[src/rtl/port_pkg.sv]
// rtl/port_pkg.sv - shared FSM states, FIFO entry flags and header layout for port_ingress
package port_pkg;

    typedef enum logic [1:0] {
        IDLE     = 2'd0,
        WAIT_HDR = 2'd1,
        PAYLOAD  = 2'd2
    } state_t;

    // A FIFO entry is {entry_flags_t, data}; data width is a parameter of the port.
    typedef struct packed {
        logic sop;
        logic eop;
        logic err;
    } entry_flags_t;

    localparam int FLAG_W       = $bits(entry_flags_t);

    localparam int HDR_DATA_W   = 16;
    localparam int HDR_PORT_W   = 4;
    localparam int HDR_PRIOR_W  = 3;
    localparam int HDR_PORT_LSB = 0;

    function automatic int hdr_prior_lsb(input int port_w);
        return HDR_PORT_LSB + port_w;
    endfunction

    function automatic int hdr_len_lsb(input int port_w, input int prior_w);
        return HDR_PORT_LSB + port_w + prior_w;
    endfunction

    // Payload words needed to carry len_bytes, rounded up to whole words.
    function automatic int payload_words(input int len_bytes, input int data_w);
        return (len_bytes * 8 + data_w - 1) / data_w;
    endfunction

endpackage

[src/rtl/sync_fifo.sv]
// rtl/sync_fifo.sv - single-clock FIFO with occupancy count, async active-high reset
module sync_fifo #(
    parameter int DEPTH = 32,
    parameter int WIDTH = 19
) (
    input  logic                     clk,
    input  logic                     rst,
    input  logic                     push,
    input  logic [WIDTH-1:0]         push_data,
    input  logic                     pop,
    output logic [WIDTH-1:0]         pop_data,
    output logic [$clog2(DEPTH):0]   count,
    output logic                     full,
    output logic                     empty
);

    localparam int AW = $clog2(DEPTH);
    localparam int CW = AW + 1;

    logic [WIDTH-1:0] mem [DEPTH];
    logic [AW-1:0]    wr_ptr;
    logic [AW-1:0]    rd_ptr;
    logic             do_push;
    logic             do_pop;

    // DEPTH is a power of two, so the count MSB alone marks full.
    assign full     = count[AW];
    assign empty    = (count == '0);
    assign do_pop   = pop && !empty;
    assign do_push  = push && (!full || do_pop);
    assign pop_data = mem[rd_ptr];

    always_ff @(posedge clk) begin
        if (do_push) begin
            mem[wr_ptr] <= push_data;
        end
    end

    always_ff @(posedge clk or posedge rst) begin
        if (rst) begin
            wr_ptr <= '0;
            rd_ptr <= '0;
            count  <= '0;
        end else begin
            if (do_push) begin
                wr_ptr <= wr_ptr + AW'(1);
            end
            if (do_pop) begin
                rd_ptr <= rd_ptr + AW'(1);
            end
            case ({do_push, do_pop})
                2'b10:   count <= count + CW'(1);
                2'b01:   count <= count - CW'(1);
                default: count <= count;
            endcase
        end
    end

endmodule

[src/rtl/port_ingress.sv]
// rtl/port_ingress.sv - switch ingress port: header parse, length check, hold stage, FIFO, ready/valid output
module port_ingress
    import port_pkg::*;
#(
    parameter int DATA_W  = HDR_DATA_W,
    parameter int PORT_W  = HDR_PORT_W,
    parameter int PRIOR_W = HDR_PRIOR_W,
    parameter int DEPTH   = 32,
    parameter int AF_TH   = 4
) (
    input  logic               clk,
    input  logic               rst,
    input  logic               wr_sop,
    input  logic               wr_eop,
    input  logic               wr_vld,
    input  logic [DATA_W-1:0]  wr_data,
    output logic               full,
    output logic               almost_full,
    output logic               out_vld,
    input  logic               out_ready,
    output logic               out_sop,
    output logic               out_eop,
    output logic               out_err,
    output logic [DATA_W-1:0]  out_data,
    output logic [PORT_W-1:0]  out_dest_port,
    output logic [PRIOR_W-1:0] out_prior,
    output logic               out_is_ctrl,
    output logic [2:0]         out_batch,
    output logic [15:0]        drop_cnt
);

    localparam int PRIOR_LSB = hdr_prior_lsb(PORT_W);
    localparam int LEN_LSB   = hdr_len_lsb(PORT_W, PRIOR_W);
    localparam int LEN_W     = DATA_W - LEN_LSB;
    localparam int CNT_W     = LEN_W + 3;
    localparam int ENTRY_W   = FLAG_W + DATA_W;
    localparam int AW        = $clog2(DEPTH);

    state_t             state_q, state_d;
    logic               hold_sop_q, hold_sop_d;
    logic [DATA_W-1:0]  hold_data_q, hold_data_d;
    logic [CNT_W-1:0]   word_cnt_q, word_cnt_d;
    logic [CNT_W-1:0]   exp_q, exp_d;
    logic               err_q, err_d;
    logic               drop;
    logic               mismatch;

    logic               push;
    entry_flags_t       push_flags;
    logic [ENTRY_W-1:0] push_entry;
    logic [ENTRY_W-1:0] head;
    entry_flags_t       head_flags;
    logic [DATA_W-1:0]  head_data;
    logic               head_hdr;
    logic [AW:0]        fifo_count;
    logic               fifo_full;
    logic               fifo_empty;
    logic               pop;
    logic               room_mid;
    logic               room_last;

    logic [PORT_W-1:0]  dest_q;
    logic [PRIOR_W-1:0] prior_q;
    logic               ctrl_q;
    logic [2:0]         batch_q;

    assign pop      = !fifo_empty && out_ready;
    assign mismatch = (word_cnt_q != exp_q);

    // The last FIFO slot is reserved for the word that closes a packet, so a
    // mid-packet push stops one entry early and the eop word still gets in.
    assign room_mid  = (int'(fifo_count) < DEPTH - 1) || (pop && !fifo_full);
    assign room_last = !fifo_full || pop;

    assign push_entry = {push_flags, hold_data_q};

    // The hold register is occupied exactly while the FSM is in PAYLOAD.
    always_comb begin
        state_d     = state_q;
        hold_sop_d  = hold_sop_q;
        hold_data_d = hold_data_q;
        word_cnt_d  = word_cnt_q;
        exp_d       = exp_q;
        err_d       = err_q;
        push        = 1'b0;
        push_flags  = '0;
        drop        = 1'b0;

        case (state_q)
            IDLE: begin
                if (wr_vld) begin
                    drop = 1'b1;
                end
                if (wr_sop) begin
                    state_d = WAIT_HDR;
                end
            end

            WAIT_HDR: begin
                if (wr_eop) begin
                    state_d = wr_sop ? WAIT_HDR : IDLE;
                end else if (wr_vld) begin
                    hold_sop_d  = 1'b1;
                    hold_data_d = wr_data;
                    exp_d       = CNT_W'(payload_words(32'(wr_data[DATA_W-1:LEN_LSB]), DATA_W));
                    word_cnt_d  = '0;
                    err_d       = 1'b0;
                    state_d     = PAYLOAD;
                end
            end

            PAYLOAD: begin
                if (wr_eop || wr_sop) begin
                    // A bare sop here means the eop went missing.
                    push_flags.sop = hold_sop_q;
                    push_flags.eop = 1'b1;
                    push_flags.err = err_q | (wr_eop ? mismatch : 1'b1);
                    if (room_last) begin
                        push = 1'b1;
                    end else begin
                        drop = 1'b1;
                    end
                    hold_sop_d = 1'b0;
                    state_d    = wr_sop ? WAIT_HDR : IDLE;
                end else if (wr_vld) begin
                    if (word_cnt_q != '1) begin
                        word_cnt_d = word_cnt_q + CNT_W'(1);
                    end
                    if (room_mid) begin
                        push_flags.sop = hold_sop_q;
                        push           = 1'b1;
                        hold_sop_d     = 1'b0;
                        hold_data_d    = wr_data;
                    end else begin
                        drop  = 1'b1;
                        err_d = 1'b1;
                    end
                end
            end

            default: state_d = IDLE;
        endcase
    end

    always_ff @(posedge clk or posedge rst) begin
        if (rst) begin
            state_q     <= IDLE;
            hold_sop_q  <= 1'b0;
            hold_data_q <= '0;
            word_cnt_q  <= '0;
            exp_q       <= '0;
            err_q       <= 1'b0;
            drop_cnt    <= '0;
        end else begin
            state_q     <= state_d;
            hold_sop_q  <= hold_sop_d;
            hold_data_q <= hold_data_d;
            word_cnt_q  <= word_cnt_d;
            exp_q       <= exp_d;
            err_q       <= err_d;
            if (drop && drop_cnt != 16'hFFFF) begin
                drop_cnt <= drop_cnt + 16'd1;
            end
        end
    end

    sync_fifo #(
        .DEPTH (DEPTH),
        .WIDTH (ENTRY_W)
    ) u_fifo (
        .clk       (clk),
        .rst       (rst),
        .push      (push),
        .push_data (push_entry),
        .pop       (pop),
        .pop_data  (head),
        .count     (fifo_count),
        .full      (fifo_full),
        .empty     (fifo_empty)
    );

    assign head_flags = entry_flags_t'(head[ENTRY_W-1:DATA_W]);
    assign head_data  = head[DATA_W-1:0];
    assign head_hdr   = out_vld && head_flags.sop;

    assign full        = int'(fifo_count) >= DEPTH - 1;
    assign almost_full = int'(fifo_count) >= DEPTH - AF_TH;

    assign out_vld  = !fifo_empty;
    assign out_sop  = out_vld && head_flags.sop;
    assign out_eop  = out_vld && head_flags.eop;
    assign out_err  = out_vld && head_flags.eop && head_flags.err;
    assign out_data = out_vld ? head_data : '0;

    // Header word shows its own fields; payload words show the latched copy.
    assign out_dest_port = head_hdr ? head_data[HDR_PORT_LSB +: PORT_W] : dest_q;
    assign out_prior     = head_hdr ? head_data[PRIOR_LSB +: PRIOR_W] : prior_q;
    assign out_is_ctrl   = head_hdr ? (head_data[DATA_W-1:LEN_LSB] == '0) : ctrl_q;
    assign out_batch     = head_hdr ? 3'd0 : batch_q;

    always_ff @(posedge clk or posedge rst) begin
        if (rst) begin
            dest_q  <= '0;
            prior_q <= '0;
            ctrl_q  <= 1'b0;
            batch_q <= 3'd0;
        end else if (pop) begin
            if (head_flags.sop) begin
                dest_q  <= head_data[HDR_PORT_LSB +: PORT_W];
                prior_q <= head_data[PRIOR_LSB +: PRIOR_W];
                ctrl_q  <= (head_data[DATA_W-1:LEN_LSB] == '0);
                batch_q <= 3'd1;
            end else begin
                batch_q <= batch_q + 3'd1;
            end
        end
    end

endmodule
[config.mk]
export PLATFORM = sky130hd
export DESIGN_NAME = port_ingress
export DESIGN_NICKNAME = d
export VERILOG_FILES = /design/src/rtl/port_pkg.sv /design/src/rtl/sync_fifo.sv /design/src/rtl/port_ingress.sv
export SDC_FILE = /design/constraint.sdc
export NUM_CORES = 1
export LEC_CHECK = 0
export BUFFER_PORTS_ARGS = -buffer_cell sky130_fd_sc_hd__buf_2
export CAP_MARGIN = 20
export CELL_PAD_IN_SITES_DETAIL_PLACEMENT = 1
export CELL_PAD_IN_SITES_GLOBAL_PLACEMENT = 1
export CORE_MARGIN = 4
export CORE_UTILIZATION = 59
export DETAILED_ROUTE_END_ITERATION = 6
export PLACE_DENSITY_LB_ADDON = 0.1
export SYNTH_ARGS = -nofsm -noshare
export SYNTH_HDL_FRONTEND = slang
export SYNTH_SLANG_ARGS = --single-unit
[constraint.sdc]
create_clock -name clk -period 6.9 [get_ports clk]
set_input_delay 0.69 -clock clk [delete_from_list [all_inputs] [get_ports clk]]
set_output_delay 0.69 -clock clk [all_outputs]
set_load 0.05 [all_outputs]
==> metrics.txt <==
Hold Fails Final Rpt 0; Hold WC Path Type input port to asynchronous set/reset pin; hold_buf cts 0; Max-Cap Viols 0; fin nets 1625; critical path endpoint out_prior[1]; routed vias between 10000 and 15000; row count 79; Clk Tree Root Cell clkbuf_16; wire per inst between 30 and 40 microns; Post-DP Area just under 30000 sq um; Syn Inst Count 1460; CP Data Arrival Time a little under 5000 ps; RSZ-0062 raised after global routing no; Pwr per Cell Area approximately 440 nW/um^2; Main synth FF type edfxtp_1; status completed; Worst setup startpoint u_fifo.rd_ptr[0]$_DFFE_PP0P_; Critical Path RT 6210 ps; TritonCTS clock tree yes; Max-slew headroom 0.2941; DIE AREA 50440 sq um; Die Ht ~220 microns; crit end category output port; Max clock buf depth 3; starting density of the core 0.5957; CTS HTree Levels 3; initial drt markers roughly 1800; P&R area growth vs syn 13.62%; Num CTS Buffers ~70; Post CTS Setup Buffer Count 0; Worst-Margin Slew about 1100 ps; Non-Filler Cell Area, Final roughly 31000 sq um; Critical Path Fanout Max 45; port buffer count 70; Die Span X about 220 microns; clock slew seen by the registers of the worst setup and hold paths roughly 60 ps; average size of a mapped cell 18.96 sq um; leakage between 10 and 15 nW; GRT Residual Overflow 0; worst slack at placement between 2000 and 2500 ps; Slew Limit Fails 0; yosys warns 0; largest cells by area after synthesis edfxtp_1 (66%), mux4_2 (11%), dfrtp_1 (7.6%); post-cts resize count 0; Synth top area share 0.6597; total global-route track usage 0.3033; Synth area leader edfxtp_1; Antenna Nets Post-Route 0; Clk Latency, worst-skew pair around 620 ps; setup slack, reg-to-reg approximately 2600 ps; clk sink count roughly 690; Critical Path Start Type flop; vias per std cell roughly 6.6; Ports 71; syn_nets around 1500; Core Box Area 46460 sq um; Final min period 5562 ps; Setup TNS Final 0 ps; final worst-path cycle share 0.8062; largest net degree at the start of global routing 71; post-layout util 0.6769; final setup skew just over 30 ps; initial antenna violation count 1; Distinct cells, synth between 50 and 60; post-synthesis sequential area ratio 0.7356; first-pass GRT wire length about 110000 microns; Power Total around 14 mW; post-DP HPWL ~44000 microns; final wirelength 75480 microns; synthesized area between 20000 and 30000 sq um; worst r2r path cells 7; # DRC 0; Reg2Reg Capture Point u_fifo.mem[12][13]$_DFFE_PP_; number of fill cells in the layout between 3000 and 4000; final setup vio count 0; post-route setup slack 1338 ps; ratio of cells with drive above 1 in the final layout 0.2731; origin of the critical flop-to-flop path u_fifo.count[3]$_DFFE_PP0P_; Post-synth EDFFs just over 600; vias in the first global route about 16000; CP Class flop to output port; FMAX 0.1798 GHz; gpl congestion about 0.8; Synth async-reset ratio 0.1214; VDD IR max 0.5522 mV; Pre-antenna DRT Iters 7; FF+latch count, synth around 690
## area by class of cell
type | instances | area (sq um) | area share
Timing Repair Buffer | 124 | 940.9 | 0.02992
Clock buffer | 90 | 1932 | 0.06144
Sequential cell | 692 | 20370 | 0.6479
Antenna cell | 1 | 2.502 | 0.00007958
Clock inverter | 40 | 400.4 | 0.01273
Tap cell | 607 | 759.5 | 0.02415
Multi-Input combinational cell | 683 | 6964 | 0.2215
Inverter | 19 | 73.82 | 0.002348
## sequential cells by signal, summed over array words and instances, names as in the netlist
signal / flops
prior_q: 3
exp_q: 9
state_q: 2
drop_cnt: 16
hold_data_q: 16
ctrl_q: 1
err_q: 1
u_fifo.count: 6
batch_q: 3
u_fifo.wr_ptr: 5
hold_sop_q: 1
u_fifo.mem: 608
u_fifo.rd_ptr: 5
dest_q: 4
word_cnt_q: 12
## synthesized netlist by cell type (all sizes together), types with 6 or more instances
cell type / count
xnor2: 29
o21ai: 22
mux2i: 68
dfrtp: 84
inv: 18
a211oi: 6
mux4: 141
nor2: 82
nand4: 15
a22o: 6
nand2: 62
a22oi: 21
nand3: 23
nor3: 6
xor2: 22
edfxtp: 608
mux2: 27
and3: 11
buf: 44
ha: 12
nor2b: 9
a21oi: 23
clkbuf: 22
o22ai: 7
and2: 19
## stage by stage
stage / hold WS (ps) / cells
after floorplan: 448.5 / 1460
after global placement: 459.0 / 2116
after detailed placement: 466.0 / 2116
after CTS: 31.49 / 2246
after global routing: 53.44 / 2255
final: 46.28 / 2256
## worst max-delay path, cell delays in order (launching register included)
cell	delay, ps
dfrtp_4	990
inv_1	560
or3_1	490
nand4_1	90
nand4_1	670
nand2_1	810
a22o_1	320
buf_2	290
## per-layer routing
layer / global-route usage / wire length (microns)
met1: 0.4128 / 28180
met2: 0.4910 / 37230
met3: 0.07348 / 7266
met4: 0.1075 / 2806
met5: 0 / 0
## logic make-up (layout without fill, tap and decap cells)
| group | Yosys count | count (layout) | share of synthesized area |
|---|---|---|---|
| buffers and inverters | 85 | 273 | 0.01609 |
| and+or+nand+nor | 264 | 264 | 0.04675 |
| DFF | 692 | 692 | 0.7356 |
| muxes | 236 | 236 | 0.1503 |
| AOI/OAI and AO/OA | 120 | 120 | 0.02966 |
| other | 0 | 1 | 0 |
| adders and majority gates | 12 | 12 | 0.005425 |
| xor gates and xnor gates | 51 | 51 | 0.01614 |
## cells in the final DEF, fill, tap and decap left out, types with 5 or more instances in the layout
master      instances
edfxtp_1          608
mux4_2            141
dfrtp_1            80
clkbuf_16          74
buf_2              70
mux2i_1            68
nand2_1            62
nor2_1             48
buf_4              43
nor2_2             34
xnor2_1            29
mux2_2             27
a21oi_1            23
nand3_1            23
xor2_1             22
a22oi_1            21
and2_1             19
o21ai_0            18
inv_1              16
nand4_1            15
clkbuf_1           14
clkinv_2           13
ha_1               12
and3_1             11
clkinv_1           11
nor2b_1             9
o22ai_1             7
bufinv_16           7
buf_16              7
nor3_1              6
a22o_1              6
a211oi_1            6
clkinvlp_4          6
and4_1              5
o221ai_1            5
nand2b_1            5
or3_1               5
nor4_1              5
a32o_1              5
## power breakdown
group,switching (mW),leakage [nW],internal (mW)
registers,0.589,6.55,5.02
clock network,1.62,1.13,2.26
logic,2.70,3.03,1.64
## worst min-delay path by stage
stage / from / endpoint / slack, ps / depth (start not counted)
2_1_floorplan: batch_q[2]$_DFFE_PP0N_ / batch_q[2]$_DFFE_PP0N_ / 450 / 1
3_3_place_gp: hold_sop_q$_DFFE_PP0P_ / hold_sop_q$_DFFE_PP0P_ / 460 / 1
3_5_place_dp: hold_sop_q$_DFFE_PP0P_ / hold_sop_q$_DFFE_PP0P_ / 470 / 1
4_1_cts: rst / u_fifo.count[4]$_DFFE_PP0P_ / 30 / 2
5_1_grt: rst / u_fifo.count[4]$_DFFE_PP0P_ / 50 / 2
6_report: rst / u_fifo.count[4]$_DFFE_PP0P_ / 50 / 2
No activity file was read; power rests on OpenSTA's default activity.
